<file path="src/rtl/loop_mixer.sv">
// loop_mixer: captures per-bank DDR playback samples plus the XADC aux
// sample, sums them sequentially and emits a saturated 11-bit PWM duty word.
module loop_mixer #(
  parameter int NBANKS     = 8,
  parameter int GAIN_SHIFT = 5
) (
  input  logic              clk_100MHz,
  input  logic              rst,
  input  logic [NBANKS-1:0] playing,
  input  logic              data_ready,
  input  logic [2:0]        mem_bank,
  input  logic [15:0]       mem_dq,
  input  logic              mix_data,
  input  logic [15:0]       aux_in,
  output logic [10:0]       pwm_duty,
  output logic              duty_valid,
  output logic              clip,
  output logic              busy
);

  localparam int IW = $clog2(NBANKS + 1);

  localparam logic [16:0] BIAS = 17'd32767;

  localparam logic signed [20:0] SAT_HI = 21'sd1023;
  localparam logic signed [20:0] SAT_LO = -21'sd1024;

  typedef enum logic [1:0] {
    S_IDLE,
    S_ACCUM,
    S_SCALE,
    S_OUT
  } state_t;

  state_t state;
  state_t state_nxt;

  logic signed [16:0] ch [NBANKS];
  logic signed [16:0] f  [NBANKS];
  logic signed [16:0] aux_s;

  logic signed [20:0] acc;
  logic signed [20:0] term;
  logic signed [20:0] scaled;
  logic [IW-1:0]      idx;

  logic [10:0] sat;
  logic        sat_clip;

  logic snap_en;
  logic acc_en;
  logic scale_en;
  logic out_en;
  logic acc_last;

  logic signed [16:0] dq_s;
  logic signed [16:0] aux_now;

  // Offset-binary to signed: 0x7FFF maps to zero.
  assign dq_s    = $signed({1'b0, mem_dq} - BIAS);
  assign aux_now = $signed({1'b0, aux_in} - BIAS);

  assign acc_last = (idx == IW'(NBANKS));

  // ---------------- FSM: state register ----------------
  always_ff @(posedge clk_100MHz) begin
    if (rst) begin
      state <= S_IDLE;
    end else begin
      state <= state_nxt;
    end
  end

  // ---------------- FSM: next state ----------------
  always_comb begin
    state_nxt = state;
    unique case (state)
      S_IDLE: begin
        if (mix_data) begin
          state_nxt = S_ACCUM;
        end
      end
      S_ACCUM: begin
        if (acc_last) begin
          state_nxt = S_SCALE;
        end
      end
      S_SCALE: state_nxt = S_OUT;
      S_OUT:   state_nxt = S_IDLE;
      default: state_nxt = S_IDLE;
    endcase
  end

  // ---------------- FSM: outputs ----------------
  always_comb begin
    snap_en  = 1'b0;
    acc_en   = 1'b0;
    scale_en = 1'b0;
    out_en   = 1'b0;
    busy     = 1'b1;
    unique case (state)
      S_IDLE: begin
        busy    = 1'b0;
        snap_en = mix_data;
      end
      S_ACCUM: acc_en   = 1'b1;
      S_SCALE: scale_en = 1'b1;
      S_OUT:   out_en   = 1'b1;
      default: busy     = 1'b0;
    endcase
  end

  // ---------------- channel capture ----------------
  // A bank whose play bit is low is held at zero so it never leaks.
  always_ff @(posedge clk_100MHz) begin
    for (int i = 0; i < NBANKS; i++) begin
      if (rst || !playing[i]) begin
        ch[i] <= '0;
      end else if (data_ready && mem_bank == 3'(i)) begin
        ch[i] <= dq_s;
      end
    end
  end

  // ---------------- frame snapshot ----------------
  always_ff @(posedge clk_100MHz) begin
    if (rst) begin
      for (int i = 0; i < NBANKS; i++) begin
        f[i] <= '0;
      end
      aux_s <= '0;
    end else if (snap_en) begin
      for (int i = 0; i < NBANKS; i++) begin
        f[i] <= ch[i];
      end
      aux_s <= aux_now;
    end
  end

  // ---------------- term select ----------------
  // idx 0..NBANKS-1 picks a frame register, idx NBANKS picks aux.
  always_comb begin
    term = {{4{aux_s[16]}}, aux_s};
    for (int i = 0; i < NBANKS; i++) begin
      if (idx == IW'(i)) begin
        term = {{4{f[i][16]}}, f[i]};
      end
    end
  end

  // ---------------- accumulator ----------------
  always_ff @(posedge clk_100MHz) begin
    if (rst) begin
      acc <= '0;
      idx <= '0;
    end else if (snap_en) begin
      acc <= '0;
      idx <= '0;
    end else if (acc_en) begin
      acc <= acc + term;
      idx <= idx + IW'(1);
    end
  end

  // ---------------- scale and saturate ----------------
  assign scaled = acc >>> GAIN_SHIFT;

  always_ff @(posedge clk_100MHz) begin
    if (rst) begin
      sat      <= '0;
      sat_clip <= 1'b0;
    end else if (scale_en) begin
      if (scaled > SAT_HI) begin
        sat      <= SAT_HI[10:0];
        sat_clip <= 1'b1;
      end else if (scaled < SAT_LO) begin
        sat      <= SAT_LO[10:0];
        sat_clip <= 1'b1;
      end else begin
        sat      <= scaled[10:0];
        sat_clip <= 1'b0;
      end
    end
  end

  // ---------------- registered outputs ----------------
  // Adding 1024 to an 11-bit signed value is an MSB flip.
  always_ff @(posedge clk_100MHz) begin
    if (rst) begin
      pwm_duty   <= 11'd1024;
      clip       <= 1'b0;
      duty_valid <= 1'b0;
    end else begin
      duty_valid <= out_en;
      if (out_en) begin
        pwm_duty <= {~sat[10], sat[9:0]};
        clip     <= sat_clip;
      end
    end
  end

endmodule
</file>
<file path="config.mk">
export PLATFORM = sky130hd
export DESIGN_NAME = loop_mixer
export DESIGN_NICKNAME = d
export VERILOG_FILES = /design/src/rtl/loop_mixer.sv
export SDC_FILE = /design/constraint.sdc
export NUM_CORES = 1
export LEC_CHECK = 0
export ABC_AREA = 0
export BUFFER_PORTS_ARGS = -buffer_cell sky130_fd_sc_hd__buf_4
export CORE_ASPECT_RATIO = 1.5
export CORE_MARGIN = 2
export CORE_UTILIZATION = 34
export CTS_CLUSTER_SIZE = 14
export DETAILED_ROUTE_END_ITERATION = 6
export GPL_TIMING_DRIVEN = 0
export HOLD_SLACK_MARGIN = 0.02
export PLACE_DENSITY = 0.49
export SKIP_CTS_REPAIR_TIMING = 1
export SYNTH_ARGS = -nofsm -noshare
export SYNTH_HDL_FRONTEND = slang
export SYNTH_SLANG_ARGS = --single-unit
</file>
<file path="constraint.sdc">
create_clock -name clk_100MHz -period 4.9 [get_ports clk_100MHz]
set_input_delay 0 -clock clk_100MHz [delete_from_list [all_inputs] [get_ports clk_100MHz]]
set_output_delay 0 -clock clk_100MHz [all_outputs]
set_load 0.01 [all_outputs]
</file>
; After elaboration in Yosys (flattened, before gate mapping)
; Memory sizes are Yosys's and may differ from the RTL's.
; Cells that the tools add are included.
; W data, S select, Z words.
[word_totals]
reg_bits = 69
mem_bits_rw = 272
output_inout_bits = 14
word_cells = 164
memories = 2
[classes]
addsub = 4
magnitude_cmp = 2
eq_ne = 20
mux = 81
bitwise = 17
reduce_logical = 29
[memory_table]
columns = memory, depth, word_bits, rd, rd_ports_with_merged_regs, write_ports, line
row1 = ch, 8, 17, 8, 0, 8, 38  ; logic signed [16:0] ch [NBANKS];
row2 = f, 8, 17, 8, 0, 8, 39  ; logic signed [16:0] f [NBANKS];
[ops]
columns = operator, n
row1 = $mux W17, 16
row2 = $mux W21, 8
row3 = $mux W1, 52
row4 = $sub A16 B15 Y17 const B, 2
row5 = $mux W11, 2
row6 = $add A21 B21 Y21, 1
row7 = $eq A4 B3 Y1 const B, 4
row8 = $gt A16 B11 Y1 const B, 1
row9 = $lt A16 B11 Y1 const B, 1
row10 = $or A1 B1 Y1, 16
row11 = $eq A3 B3 Y1 const B, 4
row12 = $eq A4 B2 Y1 const B, 2
row13 = $logic_and A1 B1 Y1, 8
row14 = $logic_not A1 Y1, 8
row15 = $logic_or A1 B1 Y1, 8
row16 = $pmux W2 S4, 1
row17 = $eq A3 B2 Y1 const B, 2
row18 = $add A4 B1 Y4 const B, 1
row19 = $eq A2 B2 Y1 const B, 2
row20 = $eq A4 B1 Y1 const B, 1
row21 = $eq A4 B4 Y1 const B, 1
row22 = $logic_not A4 Y1, 1
row23 = $mux W2, 2
row24 = $ne A2 B2 Y1 const B, 2
row25 = other kinds (7), 7

; Depth between registers and ports, before layout
[depth]
depth_word = 10
mapped_depth = 22
depth_no_buf = 20

; Least setup slack after synthesis
; No wires, ideal clock.
[synth_path]
kind = reg2reg
startpoint = register state[0]
endpoint = memory f[0][0], enable pin
arrival_ns = 4.792
required_time_ns = 4.347
slack_ns = -0.445
path_stages_with_launch = 6
n_path_buf = 1
period_less_slack_ns = 5.345
cell_sequence = dfxtp_1 inv_1 ha_1 a21oi_1 inv_1 buf_1
[synth_rtl]
columns = item, line
row1 = from (decl), 35  ; state_t state;
row2 = from (signal assigned), 70  ; state <= state_nxt;
row3 = to (decl), 39

; Worst setup path after layout
[layout_path]
startpoint = register idx[1]
endpoint = register acc[19]
[layout_via]
elab_chain_cells = 10
word_cells_on_any_way = 17
classes_between = 1 x add/sub / 7 x eq/ne / 8 x mux / 1 x reduce/logical
[layout_lines]
columns = item, line
row1 = from (decl), 45  ; logic [IW-1:0] idx;
row2 = from (signal assigned), 161  ; idx <= idx + IW'(1);
row3 = $logic_not A4 Y1, 145  ; if (idx == IW'(i)) begin
row4 = $mux W21 (7 in series), 145
row5 = $mux W21 *, 145
row6 = $add A21 B21 Y21 *, 160  ; acc <= acc + term;
row7 = to (signal assigned), 160
row8 = to (decl), 42  ; logic signed [20:0] acc;
; Mark *: on every way between the ends. The rest lies on a longest branch, timed or not.
; A chain may end at the register's enable or synchronous reset.

==> results.toml <==
[setup_path]
cp_cell_sequence = "inv_1 -> ha_2 -> or3b_1 -> buf_2 -> buf_2 -> nor2_1 -> a211oi_2 -> a21oi_1 -> o211ai_1 -> o21ai_1 -> a211oi_2 -> ha_1 -> o21ai_1 -> o21bai_2 -> o21ai_4 -> o311ai_4 -> o41a_1 -> a311oi_2 -> xor2_1 -> o21ai_1"
cp.arrival_ns = 5.10
crit_fanout = 10
path_class = "flop to flop"
slowest_stage = "o41a_1"
crit_start = "idx[1]"
r2r-start = "idx[1]"
crit_top_cell = "o21ai_1"
cp_slowest_stage_delay_ns = 0.45
startpoint_type = "flop"
cp.required_ns = 5.31
endpoint_kind = "flop"

[clock_network]
clkTransAtPathRegs_ns = 0.06
cts_buffers = 35
cts_tree = "yes"
clockBufferDepth = 3
clkSinkCount = 341
cts_max_level = 2
root_buffer = "clkbuf_16"
clock_latency_ns = 0.53

[floorplanning]
die-area_mm2 = 0.0462
die_w_um = 176
initial_utilization = 0.345
core-area_mm2 = 0.0439
ios = 61
die_h_um = 262
rows = 94

[global_route]
grt_overflow_total = 0
antenna_found_initial = 0
grt_use_total = 0.165
grt_first_pass_wirelength_mm = 57.4
grt_max_degree = 99
grt_pass1_vias = 9590

[place]
port_buffers = 57
dp_hpwl_mm = 27.3
place_area_mm2 = 0.0163
gp_congestion = 0.969
dp_slack_ns = -0.699

[yosys]
synth_edf_count = 272
synth_fp_nets = 1367
netlist_instances = 1288
netlist_area_mm2 = 0.0151
synthFlopType = "edfxtp_1"
ys_ff_latch = 341
synthDistinctLibCells = 66
seq_area_frac_synth = 0.631
async_flop_share = 0
syn_avg_cell_area_um2 = 11.7
yosysWarningCount = 0

[sta]
worst_pin_slew_ns = 1.42
skew_ns = 0.0259
setup_slack_ns = 0.204
hold_viol_final = 0
min_period_ns = 4.70
relSlewSlack = 0.0492
drv_slew = 0
setup_viol_count_final = 0
fmax_ghz = 0.213
fin_crit_sh = 0.958

[drt]
drt_pass1_iterations = 4
drtIter0Drc = 475
wirelength_mm = 38.3
ant_nets = 0
routed-via-count = 9648
post_drt_wl_per_cell_um = 19.0
drc = 0
viasPerCell = 4.80

[finish]
fin_nets = 1490
final_area_mm2 = 0.0179
area_delta_synth_final_pct = 18.5
diodes = 0
drive_gt1_frac = 0.127
post-route-util = 0.409
fillerInstances = 4238

[hold_path]
min-delay-start = "mem_dq[13]"
worstHoldPathType = "input port to flop"

[pwr]
power_density_mw_per_mm2 = 485
ir_drop_mv = 0.235
leakage_nw = 6.85

[run]
cap_violations = 0

[status]
status = "finished, final reports clean"
final timing paths:
path / end / slack, ns / cells after the start
setup reg to reg: acc[19] / 0.20 / 20
hold reg to reg: aux_s[10] / 0.47 / 2
setup / recovery: acc[19] / 0.20 / 20
hold / removal: ch[1][30] / 0.04 / 3
cell type report:
cell class              count  area, um2  share of cell area
plain buffers              70        314              0.0175
clock buffers              46        970              0.0541
clock inverters            16        115             0.00642
inverters                  18       67.6             0.00377
multi-input cells         859       5460               0.305
flip-flops and latches    341       9550               0.533
well taps                 576        721              0.0402
repair buffers             86        729              0.0407
cells in the final DEF (no fill, tap or decap), types with 15 or more instances in the layout:
master / Yosys / layout
o211ai_1: 30 / 30
mux2i_1: 38 / 38
clkbuf_16: 0 / 36
a211oi_1: 36 / 19
o22ai_1: 16 / 16
edfxtp_1: 272 / 272
nand3_1: 23 / 23
inv_1: 18 / 18
clkbuf_1: 59 / 59
nand2_1: 73 / 73
xnor2_1: 16 / 15
nor2b_1: 51 / 50
dlygate4sd3_1: 0 / 24
a211oi_2: 1 / 17
o21ai_0: 48 / 40
and2_1: 103 / 103
a21oi_1: 46 / 43
dfxtp_1: 69 / 67
nor2_1: 218 / 218
xor2_1: 30 / 26
buf_4: 1 / 60
ha_1: 31 / 28
cells in the mapped netlist, types with 16 or more instances:
master    instances  share of area
a21oi_1          46          0.015
nor2_1          218          0.054
a211oi_1         36          0.018
ha_1             31          0.026
clkbuf_1         59          0.015
o21ai_0          48          0.016
inv_1            18         0.0045
and2_1          103          0.043
nand2_1          73          0.018
dfxtp_1          69          0.091
nor2b_1          51          0.021
xnor2_1          16         0.0093
edfxtp_1        272           0.54
xor2_1           30          0.017
mux2i_1          38          0.025
o22ai_1          16         0.0066
o211ai_1         30          0.015
nand3_1          23         0.0076
cells by family (layout without fill, tap and decap cells):
kind of cell	Yosys count	in the layout	synth area share
simple gates	524	524	0.170
flops	341	341	0.631
compound gates	219	219	0.0967
buf+inv	88	236	0.0236
xor+xnor	46	46	0.0266
mux	38	38	0.0251
fa+ha+maj	32	32	0.0270
routing by layer:
metal	GRT usage	wire length (um)	up-vias
met3	0.0221	1240	59
met5	0	0	-
li1	-	-	4816
met4	0.0581	1250	0
met2	0.295	19700	188
met1	0.201	16200	4585
power by group:
| group | switching (W) | internal [W] |
|---|---|---|
| Clock | 0.00112 | 0.00145 |
| Sequential | 0.000159 | 0.00360 |
| Combinational | 0.00148 | 0.000884 |
| Total | 0.00276 | 0.00594 |
flip-flops by register name, indices dropped and copies added, names as in the netlist:
register,flops
acc,21
aux_s,17
ch,136
clip,1
duty_valid,1
f,136
idx,4
pwm_duty,11
sat,11
sat_clip,1
state,2
through the flow:
step | hold slack, ns | std cells | TNS (ns) | power [W]
final | 0.0447 | 2012 | 0 | 0.00870
after global routing | 0.0725 | 2012 | -0.0737 | 0.00915
after CTS | -0.309 | 1984 | -3.21 | 0.00860
after detailed placement | 0.243 | 1922 | -2.87 | 0.00602
after global placement | 0.245 | 1921 | -371.97 | 0.00602
after floorplan | 0.115 | 1288 | 0 | 0.00527
worst max-delay path: cells and delay by family, from the launching register on:
family | cells | cell delay (ns)
DFF | 1 | 0.37
buffers and inverters | 3 | 0.52
adders and majority gates | 2 | 0.53
xor gates and xnor gates | 1 | 0.16
and+or+nand+nor | 2 | 0.24
AOI/OAI and AO/OA | 12 | 2.75
Power figures use the tool's default switching activity.
